## src/rtl/aes_arb_pkg.sv

```systemverilog
// Shared definitions for the two-requester AES core arbiter:
// FSM encoding, key-mode codes, key-compare mask and tag FIFO depth.
package aes_arb_pkg;

    localparam int unsigned TAG_DEPTH_DEF = 16;

    typedef enum logic [2:0] {
        IDLE      = 3'd0,
        DRAIN     = 3'd1,
        KEY_START = 3'd2,
        KEY_WAIT  = 3'd3,
        STREAM    = 3'd4
    } state_t;

    localparam logic [1:0] MODE_128  = 2'b00;
    localparam logic [1:0] MODE_192  = 2'b01;
    localparam logic [1:0] MODE_256  = 2'b10;
    localparam logic [1:0] MODE_RSVD = 2'b11;

    // Keys are MSB-aligned, so shorter modes ignore the low-order bits.
    function automatic logic [255:0] mode_mask(input logic [1:0] mode);
        logic [255:0] mask;
        case (mode)
            MODE_128: mask = {{128{1'b1}}, {128{1'b0}}};
            MODE_192: mask = {{192{1'b1}}, {64{1'b0}}};
            default:  mask = '1;
        endcase
        return mask;
    endfunction

endpackage

```

## src/rtl/aes_arb_tag_fifo.sv

```systemverilog
// One-bit tag FIFO recording which requester owns each block in flight.
// Simultaneous push and pop is accepted even when full.
module aes_arb_tag_fifo
    import aes_arb_pkg::*;
#(
    parameter int unsigned DEPTH = TAG_DEPTH_DEF
) (
    input  logic clk,
    input  logic reset,
    input  logic push,
    input  logic push_data,
    input  logic pop,
    output logic pop_data,
    output logic full,
    output logic empty
);

    localparam int unsigned AW = $clog2(DEPTH);
    localparam logic [AW:0] FULL_CNT = (AW + 1)'(DEPTH);

    logic [DEPTH-1:0] mem;
    logic [AW-1:0]    wr_ptr;
    logic [AW-1:0]    rd_ptr;
    logic [AW:0]      count;
    logic             do_push;
    logic             do_pop;

    assign empty    = (count == '0);
    assign full     = (count == FULL_CNT);
    assign pop_data = mem[rd_ptr];
    assign do_pop   = pop && !empty;
    assign do_push  = push && (!full || do_pop);

    always_ff @(posedge clk) begin
        if (reset) begin
            wr_ptr <= '0;
            rd_ptr <= '0;
            count  <= '0;
        end else begin
            if (do_push) begin
                mem[wr_ptr] <= push_data;
                wr_ptr      <= wr_ptr + 1'b1;
            end
            if (do_pop) begin
                rd_ptr <= rd_ptr + 1'b1;
            end
            case ({do_push, do_pop})
                2'b10:   count <= count + 1'b1;
                2'b01:   count <= count - 1'b1;
                default: count <= count;
            endcase
        end
    end

endmodule

```

## src/rtl/aes_arb.sv

```systemverilog
// Round-robin arbiter sharing one pipelined AES core between two requesters,
// reloading the key only when the winning request's context differs.
module aes_arb
    import aes_arb_pkg::*;
#(
    parameter int unsigned TAG_DEPTH = TAG_DEPTH_DEF
) (
    input  logic         clk,
    input  logic         reset,
    input  logic         i_req0_valid,
    input  logic [127:0] i_req0_data,
    input  logic [255:0] i_req0_key,
    input  logic [1:0]   i_req0_key_mode,
    input  logic         i_req0_ende,
    output logic         o_req0_ready,
    input  logic         i_req1_valid,
    input  logic [127:0] i_req1_data,
    input  logic [255:0] i_req1_key,
    input  logic [1:0]   i_req1_key_mode,
    input  logic         i_req1_ende,
    output logic         o_req1_ready,
    output logic         o_aes_start,
    output logic         o_aes_enable,
    output logic         o_aes_ende,
    output logic [255:0] o_aes_key,
    output logic [1:0]   o_aes_key_mode,
    output logic         o_aes_data_valid,
    output logic [127:0] o_aes_data,
    input  logic         i_aes_ready,
    input  logic         i_aes_key_ready,
    input  logic         i_aes_data_valid,
    input  logic [127:0] i_aes_data,
    output logic         o_rsp_valid,
    output logic         o_rsp_id,
    output logic [127:0] o_rsp_data,
    output logic         o_err
);

    state_t       state;
    state_t       state_nxt;
    logic         ptr;
    logic         ld_valid;
    logic [255:0] ld_key;
    logic [1:0]   ld_mode;
    logic         ld_ende;
    logic         kw_armed;

    logic         win_valid;
    logic         win_id;
    logic [127:0] win_data;
    logic [255:0] win_key;
    logic [1:0]   win_mode;
    logic         win_ende;
    logic [255:0] win_mkey;
    logic         rsvd;
    logic         match;

    logic         issue;
    logic         consume;
    logic         start;

    logic         fifo_head;
    logic         fifo_full;
    logic         fifo_empty;
    logic         rsp_hit;

    always_comb begin
        win_valid = i_req0_valid || i_req1_valid;
        win_id    = (i_req0_valid && i_req1_valid) ? ptr : i_req1_valid;
        win_data  = win_id ? i_req1_data     : i_req0_data;
        win_key   = win_id ? i_req1_key      : i_req0_key;
        win_mode  = win_id ? i_req1_key_mode : i_req0_key_mode;
        win_ende  = win_id ? i_req1_ende     : i_req0_ende;
    end

    assign win_mkey = win_key & mode_mask(win_mode);
    assign rsvd     = (win_mode == MODE_RSVD);
    assign match    = ld_valid && (win_mkey == ld_key) && (win_mode == ld_mode)
                      && (win_ende == ld_ende);

    always_comb begin
        state_nxt = state;
        issue     = 1'b0;
        consume   = 1'b0;
        start     = 1'b0;
        case (state)
            IDLE: begin
                if (win_valid) begin
                    if (rsvd)       consume   = 1'b1;
                    else if (match) state_nxt = STREAM;
                    else            state_nxt = DRAIN;
                end
            end
            DRAIN: begin
                if (fifo_empty && !i_aes_data_valid) state_nxt = KEY_START;
            end
            KEY_START: begin
                start     = 1'b1;
                state_nxt = KEY_WAIT;
            end
            KEY_WAIT: begin
                if (kw_armed && i_aes_key_ready) state_nxt = STREAM;
            end
            STREAM: begin
                if (!win_valid) begin
                    state_nxt = IDLE;
                end else if (rsvd) begin
                    consume = 1'b1;
                end else if (match) begin
                    if (i_aes_ready && !fifo_full) begin
                        issue   = 1'b1;
                        consume = 1'b1;
                    end
                end else begin
                    state_nxt = DRAIN;
                end
            end
            default: state_nxt = IDLE;
        endcase
        // Handshake strobes stay quiet while reset is held.
        if (reset) begin
            issue   = 1'b0;
            consume = 1'b0;
            start   = 1'b0;
        end
    end

    assign o_req0_ready     = consume && !win_id;
    assign o_req1_ready     = consume && win_id;
    assign o_aes_start      = start;
    assign o_aes_enable     = !reset;
    assign o_aes_data_valid = issue;
    assign o_aes_data       = issue ? win_data : '0;
    assign o_aes_key        = reset ? '0   : (start ? win_mkey : ld_key);
    assign o_aes_key_mode   = reset ? '0   : (start ? win_mode : ld_mode);
    assign o_aes_ende       = reset ? 1'b0 : (start ? win_ende : ld_ende);

    assign rsp_hit = i_aes_data_valid && !fifo_empty;

    aes_arb_tag_fifo #(
        .DEPTH (TAG_DEPTH)
    ) u_tag_fifo (
        .clk       (clk),
        .reset     (reset),
        .push      (issue),
        .push_data (win_id),
        .pop       (i_aes_data_valid),
        .pop_data  (fifo_head),
        .full      (fifo_full),
        .empty     (fifo_empty)
    );

    always_ff @(posedge clk) begin
        if (reset) begin
            state       <= IDLE;
            ptr         <= 1'b0;
            ld_valid    <= 1'b0;
            ld_key      <= '0;
            ld_mode     <= '0;
            ld_ende     <= 1'b0;
            kw_armed    <= 1'b0;
            o_err       <= 1'b0;
            o_rsp_valid <= 1'b0;
            o_rsp_id    <= 1'b0;
            o_rsp_data  <= '0;
        end else begin
            state    <= state_nxt;
            kw_armed <= (state == KEY_WAIT);
            if (consume) ptr <= ~win_id;
            if (start) begin
                ld_valid <= 1'b1;
                ld_key   <= win_mkey;
                ld_mode  <= win_mode;
                ld_ende  <= win_ende;
            end
            if ((consume && rsvd) || (i_aes_data_valid && fifo_empty)) o_err <= 1'b1;
            o_rsp_valid <= rsp_hit;
            if (rsp_hit) begin
                o_rsp_id   <= fifo_head;
                o_rsp_data <= i_aes_data;
            end
        end
    end

endmodule

```

## config.mk

```make
export PLATFORM = sky130hd
export DESIGN_NAME = aes_arb
export DESIGN_NICKNAME = d
export VERILOG_FILES = /design/src/rtl/aes_arb_pkg.sv /design/src/rtl/aes_arb_tag_fifo.sv /design/src/rtl/aes_arb.sv
export SDC_FILE = /design/constraint.sdc
export NUM_CORES = 2
export LEC_CHECK = 0
export ABC_AREA = 1
export BUFFER_PORTS_ARGS = -buffer_cell sky130_fd_sc_hd__buf_4
export CORE_AREA = 10 10 552 554
export CTS_BUF_LIST = sky130_fd_sc_hd__clkbuf_16
export CTS_CLUSTER_DIAMETER = 200
export DETAILED_ROUTE_END_ITERATION = 10
export DIE_AREA = 0 0 562 564
export PLACE_DENSITY = 0.3
export SYNTH_ARGS = -nofsm -noshare
export SYNTH_HDL_FRONTEND = slang
export SYNTH_SLANG_ARGS = --single-unit
```

## constraint.sdc

```tcl
create_clock -name clk -period 7.4 [get_ports clk]
set_clock_uncertainty 0.05 [all_clocks]
set_input_delay 0.37 -clock clk [delete_from_list [all_inputs] [get_ports clk]]
set_output_delay 0.37 -clock clk [all_outputs]
set_load 0.005 [all_outputs]
```

==> reports/metrics.cfg <==
[sta]
fmax_ghz=0.1424
finalHoldViolCount=0
finalSetupViolations=0
rsz0062_at_grt=true
worst_pin_slew_ps=1468
min_period_ps=7022
relSlewSlack=0.02109
slew_violations=0
post-route-period-util=0.9489

[cells_and_area]
fill_cells=34230
area_delta_synth_final_pct=72.58
final_util=0.1641
fin_nets=7276
fin_area_um2=48120
drive_above_1_share=0.2616

[worst_setup_path]
worst_setup_path_end_kind=output port
startpoint_type=flip-flop
worst-setup-path-type=reg2out
cp.arrival_ps=6600
critPathMaxFanout=134
cp.required_ps=6980

[floorplanning]
dieHeight_um=564
initial_core_util=0.09507
core_area_um2=293300
io_pins=1432
die-area_um2=317000
die_x_um=562
num_rows=199

[pwr]
ir_drop_v=0.0001380
p_leak_nw=23.07
power_density_nw_per_um2=213.9

[placed_design]
portBuffers=1431
place_hpwl_um=249500
place_area_um2=42880
gp_congestion=0.9254

[cts]
clockRootBuffer=clkbuf_16
cts_setup_buffers=0
clkTransAtPathRegs_ps=60
clk-insertion-delay-late_ps=750
clk_path_buf_depth=4
cts_tree=yes
cts_buffers=75
cts_max_level=3
clock_sinks=425

[drt]
viasPerCell=3.785
wl_um=293700
drc_errors=0
antenna_left=0
drt_iter0_drc=2454
num_vias=39150
wire_per_inst_um=28.40
first_pass_iters=7

[synth]
synthArstFlopShare=0
syn_inst=4777
synth_flop_cell=dfxtp_1
synth_warnings=0
synth_area_per_cell_um2=5.837
syn-num-nets=5695
ys_seq_area_frac=0.3109
ys_ff_latch=425
syn_area_um2=27890
ys_types=40
synth_edf_count=16

[global_routing]
busiest_layer=met2
gr-total-overflow=0
grt_usage=0.1743
grt_pass1_vias=39310
use_met2=0.2874
grt_max_degree=135
grt_util_met3=0.06239
grt_pass1_wl_um=379300
met1_usage=0.2224
antenna_found_initial=104

[hold_path]
min_path_type=in2reg

[run]
drv_cap=0

[run_status]
status=finished, final reports clean

==> layer usage <==
metal,part of all wire,up-vias,wire (µm)
li1,-,18460,-
met5,0.00082,-,242
met2,0.46,1579,134000
met4,0.015,42,4486
met1,0.44,18810,128700
met3,0.090,258,26320
==> power breakdown <==
group / internal (mW) / switching [mW]
logic: 1.40 / 2.79
clock network: 1.93 / 1.44
registers: 2.57 / 0.162
==> per-stage QoR <==
step,worst slack [ps],hold slack [ps],instances,setup TNS (ps),total power [mW]
after floorplan,3520,393.2,4777,0,4.438
after global placement,546.1,417.0,9902,0,6.896
after detailed placement,503.2,423.3,9902,0,6.885
after CTS,212.4,0.1445,10320,0,10.56
after global routing,-115.2,53.93,10330,-676.4,10.94
final,378.2,61.87,10340,0,10.29
==> worst paths after layout <==
| check | startpoint | to | slack [ps] | cells after the start |
|---|---|---|---|---|
| max | ptr$_SDFFE_PP0P_ | o_aes_data[37] | 380 | 21 |
| min | i_req0_key[176] | ld_key[176]$_DFF_P_ | 60 | 7 |
| max reg2reg | ptr$_SDFFE_PP0P_ | u_tag_fifo.count[4]$_SDFFE_PP0P_ | 1480 | 30 |
| min reg2reg | o_rsp_data[80]$_SDFFE_PP0P_ | o_rsp_data[80]$_SDFFE_PP0P_ | 430 | 2 |
==> kinds of logic (layout without fill, tap and decap cells) <==
logic type	after synthesis	count (layout)	synth area share
and+or+nand+nor	2860	2860	0.4238
AOI/OAI and AO/OA	733	733	0.1469
buffers and inverters	715	2342	0.1032
DFF	425	425	0.3109
xor gates and xnor gates	31	31	0.009737
adders and majority gates	9	9	0.004038
muxes	4	4	0.001436
other	0	18	0
==> layout make-up <==
cell class / count / area [µm²] / share of cell area
Inverter: 437 / 1659 / 0.03447
Multi-Input combinational cell: 3637 / 16430 / 0.3413
Clock inverter: 48 / 315.3 / 0.006552
Timing Repair Buffer: 1782 / 14230 / 0.2957
Antenna cell: 18 / 45.04 / 0.0009360
Tap cell: 3919 / 4903 / 0.1019
Clock buffer: 75 / 1877 / 0.03900
Sequential cell: 425 / 8668 / 0.1801
==> synth_stat cells, drive strengths merged (2+ instances only) <==
| master | count | area (µm²) |
|---|---|---|
| nor2 | 534 | 2007 |
| nand2 | 1717 | 6450 |
| clkbuf | 162 | 608.1 |
| clkinv | 2 | 7.510 |
| and2 | 7 | 43.79 |
| xor2 | 27 | 236.5 |
| inv | 435 | 1633 |
| mux2i | 4 | 40.04 |
| dfxtp | 409 | 8188 |
| or2 | 8 | 50.05 |
| nand3 | 446 | 2237 |
| ha | 9 | 112.6 |
| o211ai | 58 | 435.4 |
| xnor2 | 4 | 35.03 |
| o21ai | 390 | 1952 |
| nand4 | 50 | 312.8 |
| a21oi | 278 | 1654 |
| nand3b | 89 | 668.1 |
| buf | 116 | 629.4 |
| edfxtp | 16 | 480.5 |
| nor3 | 7 | 35.03 |
==> placed cells by master, fill, tap and decap left out, types with 3 or more instances in the layout <==
cell type	n
nand2_1	1710
buf_4	1474
nor2_1	531
inv_1	446
nand3_1	445
dfxtp_1	409
o21ai_0	374
dlygate4sd3_1	298
a21oi_1	203
nand3b_1	89
clkbuf_16	75
a21oi_2	74
o211ai_1	58
nand4_1	50
xor2_1	27
diode_2	18
clkinv_1	18
o21ai_1	16
edfxtp_1	16
clkinv_2	9
ha_1	9
buf_12	8
or2_2	7
and2_1	7
nor3_1	6
nand2_4	5
xnor2_1	4
mux2i_1	4
bufinv_16	3
==> flip-flops by register name, summed over array words and instances, names as in the netlist <==
name	flops
kw_armed	1
state	3
o_rsp_id	1
ld_ende	1
u_tag_fifo.wr_ptr	4
o_rsp_valid	1
o_rsp_data	128
o_err	1
ptr	1
ld_key	256
u_tag_fifo.count	5
ld_valid	1
u_tag_fifo.mem	16
u_tag_fifo.rd_ptr	4
ld_mode	2
==> critical path, stage by stage (launching register included) <==
cell and delay, ps:
dfxtp_1 330, inv_2 100, nand2_4 210, nand2_4 420
buf_12 270, buf_4 230, nand2_1 80, o21ai_1 100
nand2_1 70, nand2_1 210, nand2_1 150, nor2_1 270
nand2_1 340, nor2_1 460, nand2_1 90, nor2_1 110
nand3_1 100, nor2_2 330, nand3_4 140, buf_12 200
a21oi_2 740, buf_4 230
==> repair_timing <==
action	in CTS	in global routing
setup endpoints to repair	6	10
hold endpoints to repair	238	0
resized for setup	6	0
hold buffers	298	0
gates cloned	0	0
Power figures use the tool's default switching activity.
